$ cat src/rtl/pwm_capture.sv
// PWM high-time / period capture with a valid/ready result port, overrun
// and stuck-input detection. All timing is in clkCore cycles.
module pwm_capture #(
  parameter int unsigned WIDTH       = 16,
  parameter int unsigned SYNC_STAGES = 2
) (
  input  logic             clkCore,
  input  logic             reset,
  input  logic             en,
  input  logic             pwm_in,
  output logic [WIDTH-1:0] high_cnt,
  output logic [WIDTH-1:0] period_cnt,
  output logic             valid,
  input  logic             ready,
  output logic             overrun,
  output logic             stuck,
  output logic             stuck_level
);

  typedef enum logic [1:0] {S_IDLE, S_ARM, S_HIGH, S_LOW} state_t;

  localparam logic [WIDTH-1:0] CNT_MAX = '1;
  localparam logic [WIDTH-1:0] CNT_ONE = WIDTH'(1);

  logic [SYNC_STAGES-1:0] r_sync;
  logic                   r_hist;
  state_t                 r_state;
  logic [WIDTH-1:0]       r_cnt;
  logic [WIDTH-1:0]       r_high;

  logic w_sync;
  logic w_rise;
  logic w_fall;
  logic w_accept;
  logic w_cnt_max;

  assign w_sync    = r_sync[SYNC_STAGES-1];
  assign w_rise    = w_sync & ~r_hist;
  assign w_fall    = ~w_sync & r_hist;
  assign w_accept  = valid & ready;
  assign w_cnt_max = (r_cnt == CNT_MAX);

  always_ff @(posedge clkCore or posedge reset) begin
    if (reset) begin
      r_sync <= '0;
      r_hist <= 1'b0;
    end else begin
      r_sync <= {r_sync[SYNC_STAGES-2:0], pwm_in};
      r_hist <= w_sync;
    end
  end

  always_ff @(posedge clkCore or posedge reset) begin
    if (reset) begin
      r_state     <= S_IDLE;
      r_cnt       <= '0;
      r_high      <= '0;
      high_cnt    <= '0;
      period_cnt  <= '0;
      valid       <= 1'b0;
      overrun     <= 1'b0;
      stuck       <= 1'b0;
      stuck_level <= 1'b0;
    end else if (!en) begin
      // Result port is frozen while disabled; only the flags are cleared.
      r_state <= S_IDLE;
      r_cnt   <= '0;
      overrun <= 1'b0;
      stuck   <= 1'b0;
    end else begin
      if (r_state != S_IDLE) begin
        if (w_rise)
          r_cnt <= CNT_ONE;
        else if (!w_cnt_max)
          r_cnt <= r_cnt + CNT_ONE;
      end

      if (w_accept)
        valid <= 1'b0;

      if (w_rise || w_fall)
        stuck <= 1'b0;

      case (r_state)
        S_IDLE: r_state <= S_ARM;

        S_ARM: begin
          if (w_rise)
            r_state <= S_HIGH;
        end

        S_HIGH: begin
          if (w_fall) begin
            r_high  <= r_cnt;
            r_state <= S_LOW;
          end else if (w_cnt_max) begin
            stuck       <= 1'b1;
            stuck_level <= w_sync;
            r_state     <= S_ARM;
          end
        end

        S_LOW: begin
          if (w_rise) begin
            // A publish overrides the accept-clear above in the same cycle.
            if (!valid || ready) begin
              high_cnt   <= r_high;
              period_cnt <= r_cnt;
              valid      <= 1'b1;
            end else begin
              overrun <= 1'b1;
            end
            r_state <= S_HIGH;
          end else if (w_cnt_max) begin
            stuck       <= 1'b1;
            stuck_level <= w_sync;
            r_state     <= S_ARM;
          end
        end

        default: r_state <= S_IDLE;
      endcase
    end
  end

endmodule

$ cat config.mk
export PLATFORM = sky130hd
export DESIGN_NAME = pwm_capture
export DESIGN_NICKNAME = d
export VERILOG_FILES = /design/src/rtl/pwm_capture.sv
export SDC_FILE = /design/constraint.sdc
export NUM_CORES = 1
export LEC_CHECK = 0
export CAP_MARGIN = 5
export CORE_MARGIN = 8
export CORE_UTILIZATION = 49
export CTS_CLUSTER_SIZE = 10
export DETAILED_ROUTE_END_ITERATION = 8
export GPL_TIMING_DRIVEN = 1
export HOLD_SLACK_MARGIN = 0.05
export PLACE_DENSITY = 0.85
export SETUP_SLACK_MARGIN = 0.1
export SKIP_CTS_REPAIR_TIMING = 1
export SLEW_MARGIN = 30
export SYNTH_ARGS = -nofsm -noshare
export SYNTH_HDL_FRONTEND = slang
export SYNTH_SLANG_ARGS = --single-unit
export TNS_END_PERCENT = 10
$ cat constraint.sdc
create_clock -name clkCore -period 2.08 [get_ports clkCore]
set_clock_uncertainty 0.15 [all_clocks]
set_input_delay 0.208 -clock clkCore [delete_from_list [all_inputs] [get_ports clkCore]]
set_output_delay 0.208 -clock clkCore [all_outputs]
set_load 0.01 [all_outputs]
# Word level (Yosys, flattened, before mapping)
# Cells that the tools add are included.
# classes
n_reduce_logical	11
n_eq_ne	12
mux	28
addsub	1
n_bitwise	5
# op_table
operator	count
16-bit 2-to-1 mux	4
16-bit by 1-bit adder with 16-bit output, second input constant	1
16-bit == test, second input constant	1
1-bit 2-to-1 mux	16
2-bit 2-to-1 mux	5
2-bit case mux with 4 select lines	1
4-bit AND reduction	2
2-bit by 1-bit != test with 1-bit output, second input constant	3
2-bit != test, second input constant	3
3-bit != test, second input constant	2
3-bit AND reduction	2
2-bit == test, second input constant	2
1-bit case mux with 2 select lines	2
2-bit nonzero test	2
1-bit AND	3
2-bit by 1-bit == test with 1-bit output, second input constant	1
2-bit logical NOT	1
1-bit logical OR	2
1-bit inverter	2
2-bit AND reduction	1
1-bit logical NOT	1
# word_totals
output_inout_bits	36
elab_cells	68
register_bits	73

# Longest topological paths before layout
# Gate-level depths: netlist of run 1.
# depth
ltp_word	8
depth_mapped	7

# Least setup slack after synthesis of run 1
# No wires, ideal clock.
# synth_path
path_kind	register -> register
start	register r_sync[1]
end	register stuck_level
slack_ps	135
t_arrival_ps	1670
path_buffers	0
period_less_slack_ps	1945
t_required_ps	1805
setup_ps	125
stages_incl_launch_ff	6
path_cell_list	dfrtp_1 > ha_1 > and2_1 > or2_2 > nor4_1 > mux2_2
# synth_between
elab_chain_len	4
elab_cells_between_ends	10
cone_classes	eq/ne (2); mux (4); bitwise (3); reduce/logical (1)
# synth_rtl
element	line	text
start, declared	25	logic [SYNC_STAGES-1:0] r_sync;
start signal, assigned	48	r_sync <= {r_sync[SYNC_STAGES-2:0], pwm_in};
1-bit inverter	39	assign w_fall = ~w_sync & r_hist;
1-bit AND	39	
2-bit != test (no line)	n/a	
4-bit AND reduction (no line)	n/a	
end signal, assigned	98	stuck_level <= w_sync;
end signal, assigned	116	stuck_level <= w_sync;
end, declared	17	output logic stuck_level
# Parallel ways exist; a longest one is shown, timed or not. The select of a mux whose other input is x is not followed.
# A chain may end at the register's enable or synchronous reset.

# Worst setup path after layout of run 1
# layout_path
start	register r_cnt[0]
end	register stuck_level
# layout_between
elab_chain_len	4
elab_cells_between_ends	5
cone_classes	eq/ne (1); mux (4)
# layout_rtl
element	line	text
start, declared	28	logic [WIDTH-1:0] r_cnt;
start signal, assigned	75	r_cnt <= r_cnt + CNT_ONE;
16-bit == test *	41	assign w_cnt_max = (r_cnt == CNT_MAX);
1-bit 2-to-1 mux *	n/a	
1-bit 2-to-1 mux, on equally long branches	n/a	
1-bit case mux with 2 select lines *	n/a	
# Every way passes the cells marked *; elsewhere a longest branch is shown, timed or not. The select of a mux whose other input is x is not followed.

==> flow_summary.json, run 1 <==
{
  "status": "completed",
  "nNetsFinal": 343,
  "cp.arrival_ns": 2.04,
  "routed_wirelength_mm": 6.852,
  "tritoncts": "built",
  "numCtsBuffers": 9,
  "met2_length_mm": 3.386,
  "setup-tns-final_ns": 0,
  "most_common_cell_in_the_netlist": "sky130_fd_sc_hd__dfrtp_1",
  "r2r_setup_slack_ns": 0.12,
  "maxSlewViolCount": 0,
  "place_worst_setup_slack_ns": -0.1510,
  "pin_count_of_the_biggest_net_entering_global_routing": 74,
  "place.port_buffers": 40,
  "crit_chain": "ha_2 > nand3_1 > or3_4 > nor4_4 > mux2_2",
  "seq_area_frac_synth": 0.5842,
  "areaGrowthSynthToFinish_pct": 33.65,
  "synth_top_area_share": 0.5842,
  "routed_wire_length_per_instance_um": 16.47,
  "die_y_um": 95.88,
  "fmax_mhz": 511.2,
  "initial_utilization": 0.4981,
  "ctsHtreeMaxLevel": 3,
  "setup.worst_path.start": "r_cnt[0]",
  "worstReg2RegStart": "r_cnt[0]",
  "finalSetupViolations": 0,
  "ioPinCount": 41,
  "worst_pin_slew_ns": 0.4227,
  "antenna_left": 0,
  "clk-insertion-delay-late_ns": 0.34,
  "route.layer.met1.wl_mm": 2.976,
  "firstDrtPassIters": 4,
  "synthesis.yosys.warnings": 0,
  "drive_gt1_frac": 0.3717,
  "timing.critical_path.required_ns": 2.16,
  "fp.dieW_um": 95.88,
  "insertedDiodeCount": 0,
  "cp-start-kind": "flip-flop",
  "num_vias": 2279,
  "finish.cell_count_without_fillers": 416,
  "crit_cells": 5,
  "worst_ir_drop_vdd_v": 0.0004953,
  "first_pass_grt_wire_length_mm": 11.05,
  "main_flop_type_after_synthesis": "sky130_fd_sc_hd__dfrtp_1",
  "post_synth_edffs": 0,
  "drt-initial-drc-count": 102,
  "critPathSlowestCell": "sky130_fd_sc_hd__dfrtp_1",
  "whs_ns": 0.1539,
  "core_area_um2": 6277,
  "critical_path_peak_fanout": 3,
  "critical_setup_path_kind": "reg -> reg",
  "grt_overflow_total": 0,
  "number_of_global_route_vias_before_repair": 2359,
  "final_area_um2": 4179,
  "timing.final.ws_setup_ns": 0.1240,
  "clock_sink_count": 73,
  "yosys-top-cells-count": "sky130_fd_sc_hd__dfrtp_1 (73), sky130_fd_sc_hd__mux2_2 (44), sky130_fd_sc_hd__nand2_1 (18)",
  "number_of_antenna_violations_at_the_first_check_in_global_routing": 0,
  "post_synth_inst_count": 253,
  "route.detailed.drc": 0,
  "max_incr_delay_on_cp_ns": 0.39,
  "synth-async-reset-ratio": 1.000,
  "grt_util_all_layers": 0.1571,
  "dieArea_um2": 9193,
  "instance_area_after_placement_um2": 3870,
  "maxCapViolations": 0,
  "post-layout-total-power_mw": 2.654,
  "worstHoldPathType": "in -> async",
  "synth.lib_cells_used.distinct": 40,
  "syn_area_per_cell_um2": 12.36,
  "synth_seq_cells": 73,
  "power.static_leakage_nw": 1.920,
  "synth.cell_area_um2": 3127,
  "critPathBufInv": 0,
  "share_of_the_cycle_needed_by_the_critical_path_after_routing": 0.9404,
  "ff2ff_path_depth": 5,
  "synth_top_area_cell": "sky130_fd_sc_hd__dfrtp_1",
  "wl_met3_um": 302,
  "grt_setup_unrepaired": "yes",
  "final_hold_viol_count": 0,
  "place.detailed.hpwl_mm": 4.684,
  "yosys-top-cells-area": "sky130_fd_sc_hd__dfrtp_1 (58%), sky130_fd_sc_hd__mux2_2 (16%), sky130_fd_sc_hd__nand2_1 (2.2%)",
  "detail_route.vias_per_cell": 5.478,
  "fin_crit_ns": 1.956,
  "highest_metal_layer_with_signal_wires": "met4",
  "gp_routability_congestion": 0.8499,
  "crit_path_end_kind": "flip-flop",
  "worstSetupEndpoint": "stuck_level",
  "ctsRootBufferMaster": "sky130_fd_sc_hd__clkbuf_8",
  "max_slew_margin": 0.7169,
  "worst_path_dominant_cell_family": "simple AND/OR/NAND/NOR gates",
  "power.density_nw_per_um2": 635.0,
  "cts_buffer_depth": 2,
  "clk_pin_slew_worst_paths_ns": 0.07,
  "net_count_synth": 261,
  "num_rows": 29,
  "post-route-util": 0.6657,
  "timing.rr.end": "stuck_level",
  "post-place-cells": 395
}
-- how the worst min path moves through the flow --
| stage | start | endpoint | slack (ns) | cells past startpoint |
|---|---|---|---|---|
| after CTS | pwm_in | r_sync[0] | 0.15 | 1 |
| after global placement | r_sync[0] | r_sync[1] | 0.19 | 0 |
| after floorplan | pwm_in | r_sync[0] | 0.09 | 0 |
| after global routing | pwm_in | r_sync[0] | 0.16 | 1 |
| after detailed placement | r_sync[0] | r_sync[1] | 0.19 | 0 |
| final | reset | high_cnt[3] | 0.15 | 3 |
-- logic make-up (layout without fill, tap and decap cells) --
logic type,count (synthesis),after routing,synth area share
buffers and inverters,20,106,0.02561
and+or+nand+nor,71,71,0.1288
muxes,49,49,0.1745
DFF,73,73,0.5842
adders and majority gates,3,3,0.01201
AOI/OAI and AO/OA,37,37,0.07483
-- placed cells by master (no fill, tap or decap), drive strengths merged, types with 6 or more instances in the layout --
master	instances
nor3	8
clkbuf	12
dfrtp	73
nor2	6
buf	39
nor4	6
clkdlybuf4s50	40
mux2	44
o21ai	12
a21oi	10
inv	11
nand2	18
-- power by group --
group | internal, mW | switching, mW | total [mW] | leakage [nW]
registers | 1.44 | 0.0185 | 1.46 | 1.00
logic | 0.0807 | 0.102 | 0.183 | 0.817
clock network | 0.518 | 0.491 | 1.01 | 0.0980
total | 2.04 | 0.611 | 2.65 | 1.92
-- worst register-to-register path: stages, from the launching register on --
cell and delay, ns:
sky130_fd_sc_hd__dfrtp_1 0.39, sky130_fd_sc_hd__ha_2 0.21, sky130_fd_sc_hd__nand3_1 0.10, sky130_fd_sc_hd__or3_4 0.37, sky130_fd_sc_hd__nor4_4 0.26, sky130_fd_sc_hd__mux2_2 0.37
-- metal layers --
layer	track usage	up-vias
met3	0.02262	17
met5	0	-
met2	0.2537	57
met1	0.1945	1122
met4	0.09987	0
li1	-	1083
-- flip-flops by register name (all words and copies together) (netlist names) --
register	count
r_sync	2
r_cnt	16
stuck	1
overrun	1
r_high	16
valid	1
r_state	2
r_hist	1
high_cnt	16
period_cnt	16
stuck_level	1
-- area by class of cell --
type	instances	area, um^2
fillers	460	2098
multi-input cells	160	1309
well taps	77	96.34
inverters	12	48.80
clock buffers	12	165.2
clock inverters	3	15.01
repair buffers	79	715.7
flip-flops and latches	73	1829
Note: power is estimated with default switching activity, not from simulation.
==> run 2: changes to the inputs <==
--- a/config.mk
+++ b/config.mk
@@ -5,7 +5,7 @@
 export SDC_FILE = /design/constraint.sdc
 export NUM_CORES = 1
 export LEC_CHECK = 0
-export CAP_MARGIN = 5
+export CAP_MARGIN = 20
 export CORE_MARGIN = 8
 export CORE_UTILIZATION = 49
 export CTS_CLUSTER_SIZE = 10
==> results of run 2 <==
The final DEF is identical to that of run 1; final timing and power are the same.
==> run 3: changes to the inputs <==
--- a/config.mk
+++ b/config.mk
@@ -7,12 +7,12 @@
 export LEC_CHECK = 0
 export CAP_MARGIN = 20
 export CORE_MARGIN = 8
-export CORE_UTILIZATION = 49
+export CORE_UTILIZATION = 30
 export CTS_CLUSTER_SIZE = 10
 export DETAILED_ROUTE_END_ITERATION = 8
 export GPL_TIMING_DRIVEN = 1
 export HOLD_SLACK_MARGIN = 0.05
-export PLACE_DENSITY = 0.85
+export PLACE_DENSITY = 0.6
 export SETUP_SLACK_MARGIN = 0.1
 export SKIP_CTS_REPAIR_TIMING = 1
 export SLEW_MARGIN = 30
==> run 3 against run 2 <==
Net effect: clock power increased by 17%; combinational power down 2%; critical path depth is the same; largest cell class unchanged.
==> flow_summary.json, run 3 (same netlist as run 1, synthesis figures left out) <==
{
  "drt-initial-drc-count": 108,
  "first_pass_grt_wire_length_mm": 11.63,
  "dieArea_um2": 13950,
  "nNetsFinal": 339,
  "areaGrowthSynthToFinish_pct": 36.17,
  "fin_crit_ns": 2.001,
  "worstHoldPathType": "in -> reg",
  "insertedDiodeCount": 0,
  "met2_length_mm": 3.206,
  "highest_metal_layer_with_signal_wires": "met4",
  "power.share.combinational": 0.064,
  "cp.arrival_ns": 2.08,
  "grt_util_all_layers": 0.1034,
  "number_of_global_route_vias_before_repair": 2287,
  "final_area_um2": 4258,
  "cp-start-kind": "flip-flop",
  "status": "completed",
  "pwr-share-clk": 0.418,
  "ctsRootBufferMaster": "sky130_fd_sc_hd__clkbuf_8",
  "intPower_mw": 2.194,
  "grt_setup_unrepaired": "yes",
  "pin_count_of_the_biggest_net_entering_global_routing": 74,
  "clk-insertion-delay-late_ns": 0.34,
  "power.switching_uw": 626.5,
  "antenna_left": 0,
  "place.port_buffers": 40,
  "fp.dieW_um": 118.1,
  "num_vias": 2210,
  "route.layer.met1.wl_mm": 3.238,
  "crit_path_end_kind": "flip-flop",
  "ctsHtreeMaxLevel": 3,
  "firstDrtPassIters": 4,
  "max_slew_margin": 0.6749,
  "drive_gt1_frac": 0.3512,
  "fmax_mhz": 499.8,
  "timing.critical_path.required_ns": 2.16,
  "gp_routability_congestion": 0.8081,
  "core_area_um2": 10230,
  "post-layout-total-power_mw": 2.821,
  "die_y_um": 118.1,
  "share_of_the_cycle_needed_by_the_critical_path_after_routing": 0.9619,
  "routed_wirelength_mm": 6.868,
  "detail_route.vias_per_cell": 4.682,
  "num_rows": 37,
  "maxSlewViolCount": 0,
  "wl_met3_um": 356,
  "initial_utilization": 0.3056,
  "place.detailed.hpwl_mm": 4.658,
  "swShare": 0.2221,
  "mostFrequentLayoutCells": "sky130_fd_sc_hd__dfrtp_1 (71), sky130_fd_sc_hd__mux2_2 (44), sky130_fd_sc_hd__clkdlybuf4s50_1 (40), sky130_fd_sc_hd__buf_4 (31), sky130_fd_sc_hd__nand2_1 (18)",
  "instance_area_after_placement_um2": 3949,
  "final_hold_viol_count": 0,
  "clock_sink_count": 73,
  "number_of_antenna_violations_at_the_first_check_in_global_routing": 0,
  "worst_pin_slew_ns": 0.4855,
  "tritoncts": "built",
  "numCtsBuffers": 9,
  "worst_ir_drop_vdd_v": 0.0002392,
  "routed_wire_length_per_instance_um": 14.55,
  "ioPinCount": 41,
  "power.density_nw_per_um2": 662.5,
  "critical_setup_path_kind": "reg -> reg",
  "cts_buffer_depth": 2,
  "grt_overflow_total": 0,
  "route.detailed.drc": 0,
  "critical_path_peak_fanout": 4,
  "maxCapViolations": 0,
  "clk_pin_slew_worst_paths_ns": 0.07,
  "power.static_leakage_nw": 1.909,
  "finalSetupViolations": 0,
  "layout_commonest_cell": "sky130_fd_sc_hd__dfrtp_1",
  "power.share.sequential": 0.519
}
==> run 3: changes by cell type in the layout (fill, tap and decap cells not counted), moves of 2 or more <==
cell | before | now
sky130_fd_sc_hd__buf_4 | 36 | 31
sky130_fd_sc_hd__clkbuf_8 | 12 | 9
sky130_fd_sc_hd__a21oi_1 | 7 | 9
sky130_fd_sc_hd__a21oi_2 | 3 | 1
sky130_fd_sc_hd__bufinv_16 | 0 | 2
sky130_fd_sc_hd__or4_1 | 1 | 3
sky130_fd_sc_hd__or4_4 | 4 | 2
==> run 3: critical path, cell delays in order (launching register included) <==
cell,delay (ns)
sky130_fd_sc_hd__dfrtp_1,0.40
sky130_fd_sc_hd__ha_2,0.21
sky130_fd_sc_hd__nand3_1,0.11
sky130_fd_sc_hd__or3_4,0.40
sky130_fd_sc_hd__nor4_4,0.26
sky130_fd_sc_hd__mux2_2,0.36
==> run 3: path summary, 6_finish.rpt <==
path	start	to	slack, ns	cells after the start
setup reg to reg	r_cnt[1]	stuck_level	0.08	5
hold reg to reg	r_sync[0]	r_sync[1]	0.21	0
max in group asynchronous	reset	r_cnt[3]	1.28	3
min in group asynchronous	reset	high_cnt[3]	0.17	3
hold / removal	pwm_in	r_sync[0]	0.15	1
setup / recovery	r_cnt[1]	stuck_level	0.08	5
==> run 3: final cells by class <==
class | instances | area, um^2
Multi-Input combinational cell | 160 | 1301
Fill cell | 980 | 5973
Clock buffer | 10 | 127.6
Sequential cell | 73 | 1829
Tap cell | 136 | 170.2
Clock inverter | 6 | 82.58
Timing Repair Buffer | 75 | 698.2
Inverter | 12 | 48.80
==> run 3: metal layers <==
| layer | up-vias | track usage |
|---|---|---|
| met5 | - | 0 |
| met4 | 0 | 0.03363 |
| met3 | 5 | 0.04700 |
| met2 | 33 | 0.1528 |
| met1 | 1100 | 0.1309 |
| li1 | 1072 | - |
==> run 3: stage by stage <==
stage	instances	TNS [ns]	util	hold WS (ns)	setup WS, ns
floorplan	253	0	-	0.08943	0.1353
finish	472	0	0.4162	0.1526	0.07915
global placement	453	-0.5113	0.3860	0.1817	-0.1574
CTS	469	-0.01433	0.4065	0.1317	-0.01433
global route	472	0	0.4162	0.1336	0.007055
detailed placement	453	-1.039	0.3860	0.1896	-0.1853
==> run 3: power groups by stage <==
stage | Combinational, mW | Sequential (mW) | Clock (mW)
after floorplan | 0.0865 | 1.49 | 0
final | 0.179 | 1.46 | 1.18
after global routing | 0.202 | 1.47 | 1.31
after CTS | 0.165 | 1.46 | 1.23
after detailed placement | 0.165 | 1.49 | 0
after global placement | 0.163 | 1.49 | 0
